--- src/rtl/cpld_z80_cycle_decoder.sv ---
// Z80 machine-cycle classifier for the CPC RAM-expansion CPLD: qualifies each bus cycle
// for the bank mapper and snoops 0x7FXX writes. Build with CYCLE_COUNT_EN to add mwr_count.
module cpld_z80_cycle_decoder #(
    parameter int MAX_T = 15,
    parameter int CNT_W = 4
) (
    input  logic        clk,
    input  logic        reset_b,
    input  logic        mreq_b,
    input  logic        iorq_b,
    input  logic        rd_b,
    input  logic        wr_b,
    input  logic        rfsh_b,
    input  logic        m1_b,
    input  logic        ready,
    input  logic        adr15,
    input  logic        adr14,
    input  logic [7:0]  data,
    output logic [1:0]  adr_hi_q,
    output logic        mrd_cyc,
    output logic        mwr_cyc,
    output logic        iowr_stb,
    output logic        cfg_wr_stb,
    output logic [5:0]  cfg_q,
    output logic [2:0]  cyc_state,
    output logic        bus_err,
    output logic        bus_timeout,
    output logic [15:0] mwr_count
);

    localparam logic [2:0] ST_IDLE = 3'd0;
    localparam logic [2:0] ST_MEM  = 3'd1;
    localparam logic [2:0] ST_RFSH = 3'd2;
    localparam logic [2:0] ST_IO   = 3'd3;
    localparam logic [2:0] ST_INTA = 3'd4;
    localparam logic [2:0] ST_END  = 3'd5;

    localparam logic [CNT_W-1:0] CNT_MAX = CNT_W'(MAX_T);

    logic [2:0]       state_reg, state_next;
    logic [CNT_W-1:0] cnt_reg, cnt_next;
    logic [1:0]       adr_hi_reg, adr_hi_next;
    logic             mrd_reg, mrd_next;
    logic             mwr_reg, mwr_next;
    logic             iowr_stb_reg, iowr_stb_next;
    logic             cfg_wr_stb_reg, cfg_wr_stb_next;
    logic [5:0]       cfg_reg, cfg_next;
    logic             bus_err_reg, bus_err_next;
    logic             bus_timeout_reg, bus_timeout_next;
    logic             io_done_reg, io_done_next;
    logic             rst_exit_reg, rst_exit_next;

    logic timeout_hit;
    logic cnt_inc_ok;

    // The counter holds at MAX_T; one more ready clk is the overrun.
    assign timeout_hit = ready && (cnt_reg == CNT_MAX);
    assign cnt_inc_ok  = ready && (cnt_reg != CNT_MAX);

    always_comb begin
        state_next       = state_reg;
        cnt_next         = cnt_reg;
        adr_hi_next      = adr_hi_reg;
        mrd_next         = mrd_reg;
        mwr_next         = mwr_reg;
        iowr_stb_next    = 1'b0;
        cfg_wr_stb_next  = 1'b0;
        cfg_next         = cfg_reg;
        bus_err_next     = bus_err_reg;
        bus_timeout_next = bus_timeout_reg;
        io_done_next     = io_done_reg;
        rst_exit_next    = rst_exit_reg;

        case (state_reg)
            ST_IDLE: begin
                cnt_next     = '0;
                io_done_next = 1'b0;
                mrd_next     = 1'b0;
                mwr_next     = 1'b0;
                // First clk after reset: any half-seen cycle is parked in END.
                if (rst_exit_reg) begin
                    rst_exit_next = 1'b0;
                    state_next    = ST_END;
                end else if (!mreq_b && !iorq_b) begin
                    bus_err_next = 1'b1;
                    state_next   = ST_END;
                end else if (!mreq_b && rfsh_b) begin
                    adr_hi_next = {adr15, adr14};
                    state_next  = ST_MEM;
                end else if (!mreq_b) begin
                    state_next = ST_RFSH;
                end else if (!iorq_b && m1_b) begin
                    adr_hi_next = {adr15, adr14};
                    state_next  = ST_IO;
                end else if (!iorq_b) begin
                    state_next = ST_INTA;
                end
            end

            ST_MEM: begin
                if (mreq_b) begin
                    mrd_next   = 1'b0;
                    mwr_next   = 1'b0;
                    state_next = ST_IDLE;
                end else if (timeout_hit) begin
                    bus_timeout_next = 1'b1;
                    mrd_next         = 1'b0;
                    mwr_next         = 1'b0;
                    state_next       = ST_END;
                end else begin
                    if (cnt_inc_ok) begin
                        cnt_next = cnt_reg + CNT_W'(1);
                    end
                    if (!rd_b && !wr_b) begin
                        bus_err_next = 1'b1;
                    end else if (!rd_b && !mwr_reg) begin
                        mrd_next = 1'b1;
                    end else if (!wr_b && !mrd_reg) begin
                        mwr_next = 1'b1;
                    end
                end
            end

            ST_IO: begin
                if (iorq_b) begin
                    state_next = ST_IDLE;
                end else if (timeout_hit) begin
                    bus_timeout_next = 1'b1;
                    state_next       = ST_END;
                end else begin
                    if (cnt_inc_ok) begin
                        cnt_next = cnt_reg + CNT_W'(1);
                    end
                    // Gate-array port 0x7FXX decodes on A15 low; 11 in data[7:6] selects RAM config.
                    if (!wr_b && !io_done_reg) begin
                        io_done_next  = 1'b1;
                        iowr_stb_next = 1'b1;
                        if (!adr_hi_reg[1] && (data[7:6] == 2'b11)) begin
                            cfg_next        = data[5:0];
                            cfg_wr_stb_next = 1'b1;
                        end
                    end
                end
            end

            ST_RFSH: begin
                if (mreq_b) begin
                    state_next = ST_IDLE;
                end else if (timeout_hit) begin
                    bus_timeout_next = 1'b1;
                    state_next       = ST_END;
                end else if (cnt_inc_ok) begin
                    cnt_next = cnt_reg + CNT_W'(1);
                end
            end

            ST_INTA: begin
                if (iorq_b) begin
                    state_next = ST_IDLE;
                end else if (timeout_hit) begin
                    bus_timeout_next = 1'b1;
                    state_next       = ST_END;
                end else if (cnt_inc_ok) begin
                    cnt_next = cnt_reg + CNT_W'(1);
                end
            end

            ST_END: begin
                if (mreq_b && iorq_b) begin
                    state_next = ST_IDLE;
                end else if (cnt_inc_ok) begin
                    cnt_next = cnt_reg + CNT_W'(1);
                end
            end

            default: begin
                state_next = ST_END;
            end
        endcase
    end

    always_ff @(posedge clk or negedge reset_b) begin
        if (!reset_b) begin
            state_reg       <= ST_IDLE;
            cnt_reg         <= '0;
            adr_hi_reg      <= 2'b00;
            mrd_reg         <= 1'b0;
            mwr_reg         <= 1'b0;
            iowr_stb_reg    <= 1'b0;
            cfg_wr_stb_reg  <= 1'b0;
            cfg_reg         <= 6'b000000;
            bus_err_reg     <= 1'b0;
            bus_timeout_reg <= 1'b0;
            io_done_reg     <= 1'b0;
            rst_exit_reg    <= 1'b1;
        end else begin
            state_reg       <= state_next;
            cnt_reg         <= cnt_next;
            adr_hi_reg      <= adr_hi_next;
            mrd_reg         <= mrd_next;
            mwr_reg         <= mwr_next;
            iowr_stb_reg    <= iowr_stb_next;
            cfg_wr_stb_reg  <= cfg_wr_stb_next;
            cfg_reg         <= cfg_next;
            bus_err_reg     <= bus_err_next;
            bus_timeout_reg <= bus_timeout_next;
            io_done_reg     <= io_done_next;
            rst_exit_reg    <= rst_exit_next;
        end
    end

`ifdef CYCLE_COUNT_EN
    logic [15:0] mwr_count_reg;
    logic        mwr_first;

    assign mwr_first = mwr_next && !mwr_reg;

    always_ff @(posedge clk or negedge reset_b) begin
        if (!reset_b) begin
            mwr_count_reg <= 16'h0000;
        end else if (mwr_first && (mwr_count_reg != 16'hFFFF)) begin
            mwr_count_reg <= mwr_count_reg + 16'h0001;
        end
    end

    assign mwr_count = mwr_count_reg;
`else
    assign mwr_count = 16'h0000;
`endif

    assign adr_hi_q    = adr_hi_reg;
    assign mrd_cyc     = mrd_reg;
    assign mwr_cyc     = mwr_reg;
    assign iowr_stb    = iowr_stb_reg;
    assign cfg_wr_stb  = cfg_wr_stb_reg;
    assign cfg_q       = cfg_reg;
    assign cyc_state   = state_reg;
    assign bus_err     = bus_err_reg;
    assign bus_timeout = bus_timeout_reg;

endmodule

--- config.mk ---
export PLATFORM = sky130hd
export DESIGN_NAME = cpld_z80_cycle_decoder
export DESIGN_NICKNAME = d
export VERILOG_FILES = /design/src/rtl/cpld_z80_cycle_decoder.sv
export SDC_FILE = /design/constraint.sdc
export NUM_CORES = 1
export LEC_CHECK = 0
export ABC_AREA = 0
export CAP_MARGIN = 20
export CORE_UTILIZATION = 47
export DETAILED_ROUTE_END_ITERATION = 10
export PLACE_DENSITY = 0.93
export SYNTH_ARGS = -nofsm -noshare
export SYNTH_HDL_FRONTEND = slang
export SYNTH_SLANG_ARGS = --single-unit
--- constraint.sdc ---
create_clock -name clk -period 2.7 [get_ports clk]
set_input_delay 0.27 -clock clk [delete_from_list [all_inputs] [get_ports clk]]
set_output_delay 0.27 -clock clk [all_outputs]
set_load 0.005 [all_outputs]
Word level (Yosys, flattened, before mapping)
Index checks and enable logic that the tools add are counted.
{"block": "word_totals", "reg_bits": 23}
{"block": "op_classes", "mux": 54, "n_bitwise": 4, "addsub": 1, "eq_ne": 25, "reduce_logical": 37}
{"operator": "3-bit 2-to-1 mux", "count": 10}
{"operator": "1-bit 2-to-1 mux", "count": 29}
{"operator": "2-bit inequality test (second input constant)", "count": 12}
{"operator": "4-bit 2-to-1 mux", "count": 5}
{"operator": "4-bit inequality test (second input constant)", "count": 5}
{"operator": "4-bit one-hot mux with 4 select lines", "count": 1}
{"operator": "3-bit one-hot mux with 4 select lines", "count": 1}
{"operator": "4-bit AND reduction", "count": 3}
{"operator": "1-bit logical AND", "count": 11}
{"operator": "1-bit one-hot mux with 2 select lines", "count": 5}
{"operator": "5-bit AND reduction", "count": 2}
{"operator": "2-bit nonzero test", "count": 5}
{"operator": "1-bit zero test", "count": 8}
{"operator": "7-bit inequality test (second input constant)", "count": 1}
{"operator": "3-bit by 2-bit equality test with 1-bit output (second input constant)", "count": 2}
{"operator": "3-bit equality test (second input constant)", "count": 2}
{"operator": "2-bit 2-to-1 mux", "count": 3}
{"operator": "3-bit AND reduction", "count": 2}
{"operator": "6-bit AND reduction", "count": 1}
{"operator": "4-bit by 1-bit adder with 4-bit output (second input constant)", "count": 1}
{"operator": "4-bit equality test (second input constant)", "count": 1}
{"operator": "1-bit inverter", "count": 4}
{"operator": "4-bit nonzero test", "count": 1}
{"operator": "2-bit OR reduction", "count": 2}
{"operator": "other kinds (4)", "count": 4}

Longest topological paths before layout
{"block": "depth", "ltp_word": 8, "mapped_depth": 5, "ltp_nobuf": 5}

Least setup slack after synthesis
No wires, ideal clock.
{"block": "synth_path", "kind": "register to register", "from": "reg cnt_reg[0]", "to": "reg cfg_reg[0] (netlist: cfg_q[0])", "setup_slack_ns": 1.112, "stages_incl_launch_ff": 6, "period_less_slack_ns": 1.588, "arrival_time_ns": 1.463, "setup_time_ns": 0.125, "n_path_buf": 0, "path_cell_list": "dfrtp_1 ha_1 nand4_1 nand3b_2 nor2_4 mux2_2"}
{"block": "synth_via", "elab_chain_cells": 4}
{"item": "start, declared", "line_no": "41", "source": "logic [CNT_W-1:0] cnt_reg, cnt_next;"}
{"item": "start signal, assigned", "line_no": "198", "source": "cnt_reg <= cnt_next;"}
{"item": "4-bit equality test", "line_no": "57", "source": "assign timeout_hit = ready && (cnt_reg == CNT_MAX);"}
{"item": "1-bit logical AND", "line_no": "57"}
{"item": "1-bit inverter (no source line)"}
{"item": "5-bit AND reduction (no source line)"}
{"item": "end signal, assigned", "line_no": "204", "source": "cfg_reg <= cfg_next;"}
{"item": "end, declared", "line_no": "47", "source": "logic [5:0] cfg_reg, cfg_next;"}
Every way passes these cells.
A chain may end at the register's enable or synchronous reset.

Worst setup path after layout
{"block": "layout_path", "from": "reg state_reg[1] (netlist: cyc_state[1])", "to": "out cyc_state[1]"}
{"item": "start, declared", "line_no": "40", "source": "logic [2:0] state_reg, state_next;"}
{"item": "start signal, assigned", "line_no": "197", "source": "state_reg <= state_next;"}
{"item": "end, declared", "line_no": "25", "source": "output logic [2:0] cyc_state,"}
No word-level cell between the ends.

==> results <==
- The starting density of the core is between 50% and 60%.
- On the final layout, the worst clock skew is between 10 and 15 ps.
- For this run, global-route usage on met2 was measured as between 30% and 40%.
- In this run the worst hold path is classified as input pin to async pin.
- The source of the critical timing path is cyc_state[1].
- Dividing total power by cell area gives a power density of 773 nW/um^2.
- The routed wirelength normalized by instance count is between 15 and 20 um.
- Summed over all cells, the static leakage comes to about 0.74 nW.
- The worst path arrival time is about 1700 ps.
- The most frequent standard cell in the layout excluding fill and tap cells is clkdlybuf4s50_1.
- The filler-free cell count of the finished design is around 200.
- In this run, synthesis produced a sequential element count of 23.
- The share of synthesized area occupied by flip-flops and latches is a little over 40%.
- After detailed placement, the total cell area comes to around 1700 um^2.
- The clock net in this run drives a total of 23 sinks.
- The first detailed-routing pass ran for 4 iterations.
- The initial DRC count is 21.
- During placement, the flow inserted port buffers numbering 35.
- Clock latency on the worst-skew pair, taken at its later pin, is roughly 320 ps.
- The critical path is of the flop to primary output type.
- In this run, placement finished with an instance count of 198.
- The count of flip-flops with a built-in enable after synthesis is 0.
- The pin count of the biggest net entering global routing is 24.
- The worst supply voltage drop on vdd is 0.634 mV.
- The most instantiated flip-flop cell in the synthesis netlist is dfrtp_1.
- Sorting the synthesized cells by area gives the leading types as dfrtp_1, buf_4, mux2_2.
- In the final layout, the share of cells above drive strength 1 is between 10% and 20%.
- In this run the vertical extent of the chip is 56.6 um.
- The placement row count is 19.
- The maximum level of the CTS H-tree is 1.
- The clock period could shrink to slightly below 2000 ps.
- The area added between synthesis and finish is 23.4%.
- The worst stage delay on the critical path is approximately 700 ps.
- The post-route DRC violation count is 0.
- The number of buffers added by the clock tree synthesis step is 3.
- In this run the most used layer during global routing was met2.
- The remaining max-slew budget at the tightest pin is a little over three fifths.
- Max-cap violations in this run came to 0.
- The buffer depth of the longest clock path is 2.
- Setup repair after global routing left no endpoint under its margin.
- The run finished with clean final reports.
- Data on the critical path is required at its endpoint by 2430 ps.
- The total negative slack for setup checks is 0 ps.
- The number of buffers and inverters on the critical path is 1.
- The final global-route overflow total is 0.
- The mean instance size in the synthesized netlist is between 10 and 15 um^2.
- The clock tree from TritonCTS is yes.
- The root cell of the clock tree is clkbuf_4.
- The cell at the slowest stage of the critical path is dfrtp_1.
- The flip-flop count of the largest register after layout is 6.
- The nature of the critical path endpoint is a primary output.
- The number of inserted diodes is 0.
- Summing all non-filler instances in the final layout gives an area of 1730 um^2.
- Yosys printed 0 warnings.
- The number of setup violations in the final report is 0.
- The vias after detailed routing is 1130.
- The number of nets with antenna violations after routing is 0.
- The cell type contributing the most total cell area after synthesis is dfrtp_1.
- In the post-route analysis, the smallest setup slack over all paths is approximately 770 ps.
- The fraction of met1 tracks used by global routing is approximately 25%.
- The die outline width is 56.6 um.
- After layout, the worst path uses a little under three quarters of the clock period.
- The core region is 2780 um^2.
- The post-cts resize count is 0.
- In the final design database the tool counted approximately 190 nets.
- Walking the worst path, the cells encountered are clkdlybuf4s50_1.
- The transition time of the tightest slew-check pin is around 560 ps.
- After detailed routing, the number of vias per cell comes to between 5 and 6.
- Of all flip-flops after synthesis, the portion carrying an async set or reset was between 90% and 100%.
- The number of instances in the synthesized netlist is roughly 140.
- The count of cell types in the netlist is between 40 and 50.
- After clock tree synthesis, the clock-pin slew on the worst setup and hold paths is between 100 and 150 ps.
- The final-report hold violation count is 0.
- The placement-stage worst setup slack is approximately 670 ps.
- Global routing used roughly a fifth of the available tracks across all layers.
- For met3 alone, demand over resource in global routing was about 4.6%.
- The total count of max-transition violations in the final report is 0.
- At the end of routability-driven placement, the weighted congestion stood at 0.841.
- In this run the cell area of the synthesized design comes to around 1400 um^2.
- The portion of synthesized cell area occupied by the leading cell type is between 30 and 40%.
- The worst hold slack after final layout is roughly 280 ps.
- The startpoint kind of the worst setup timing path is a flop.
- The dominant delay contributor by cell family on the critical path is flip-flops.
- The overall die area is around 3200 um^2.
- The post-CTS setup-driven buffer insertion count is 0.
- The via count of the first global-routing pass is ~1100.
- The number of antenna violations at the first check in global routing is 0.
- The startpoint of the most critical register-to-register path is cyc_state[1].
- The total of hold buffers inserted after clock tree synthesis is 0.
- The wire length of the first global-routing pass is slightly above 5000 um.
- Based on the critical path, the design can be clocked at up to just over 0.5 GHz.
- The critical-path maximum fanout is 16.
- Leaving out fill and tap cells, the most frequent cells in the layout are clkdlybuf4s50_1, dfrtp_1, conb_1.
- The number of placed I/O pins is 52.
- The final layout contains routed wiring with a total length of approximately 3000 um.
- The HPWL after detailed placement is approximately 2300 um.
report_power, final:
part	internal, mW	total [mW]	switching (mW)
combinational	0.338	0.596	0.258
clock	0.0579	0.164	0.106
sequential	0.427	0.575	0.148
total	0.823	1.34	0.512
logic make-up (layout without fill, tap and decap cells):
group                      Yosys count  in the layout  synth area share [%]
adders and majority gates            1              1                 0.894
other                                1             16                 0.268
AOI/OAI and AO/OA                   27             27                  15.1
buffers and inverters               29             49                  13.5
and+or+nand+nor                     45             45                  21.1
muxes                               10             10                  7.87
DFF                                 23             23                  41.2
cell type report:
cell class | instances | area [um^2]
Timing Repair Buffer | 37 | 365
Clock buffer | 4 | 26.3
Tap cell | 31 | 38.8
Fill cell | 210 | 1050
Inverter | 8 | 30.0
Sequential cell | 23 | 577
Multi-Input combinational cell | 99 | 689
path summary, 6_finish.rpt:
path | slack (ps) | endpoint | cells after the start
setup / recovery | 770 | cyc_state[1] | 1
hold / removal | 280 | adr_hi_q[0] | 2
setup reg to reg | 820 | cfg_q[4] | 4
hold reg to reg | 520 | iowr_stb | 1
max in group asynchronous | 2150 | rst_exit_reg | 2
min in group clk | 520 | iowr_stb | 1
stage by stage:
stage	util [%]	power (mW)
2_1_floorplan	-	0.946
3_3_place_gp	61.1	1.14
3_5_place_dp	61.1	1.17
4_1_cts	62.1	1.33
5_1_grt	62.1	1.43
6_report	62.1	1.34
cell usage after synthesis, drive strengths merged, types with 3 or more instances:
| cell type | number |
|---|---|
| a21o | 3 |
| a21oi | 3 |
| buf | 21 |
| dfrtp | 22 |
| inv | 8 |
| mux2 | 8 |
| nand2 | 8 |
| nand2b | 3 |
| nand3 | 7 |
| nor2 | 6 |
| nor4 | 3 |
| o21ai | 4 |
layer usage:
metal  routed length, um  share of wire (%)  up-vias
met3                 233                7.6        5
met4                  53                1.7        0
li1                    -                  -      525
met1                1240                 41      547
met5                   0                  0        -
met2                1520                 50       53
No activity file was read; power rests on OpenSTA's default activity.
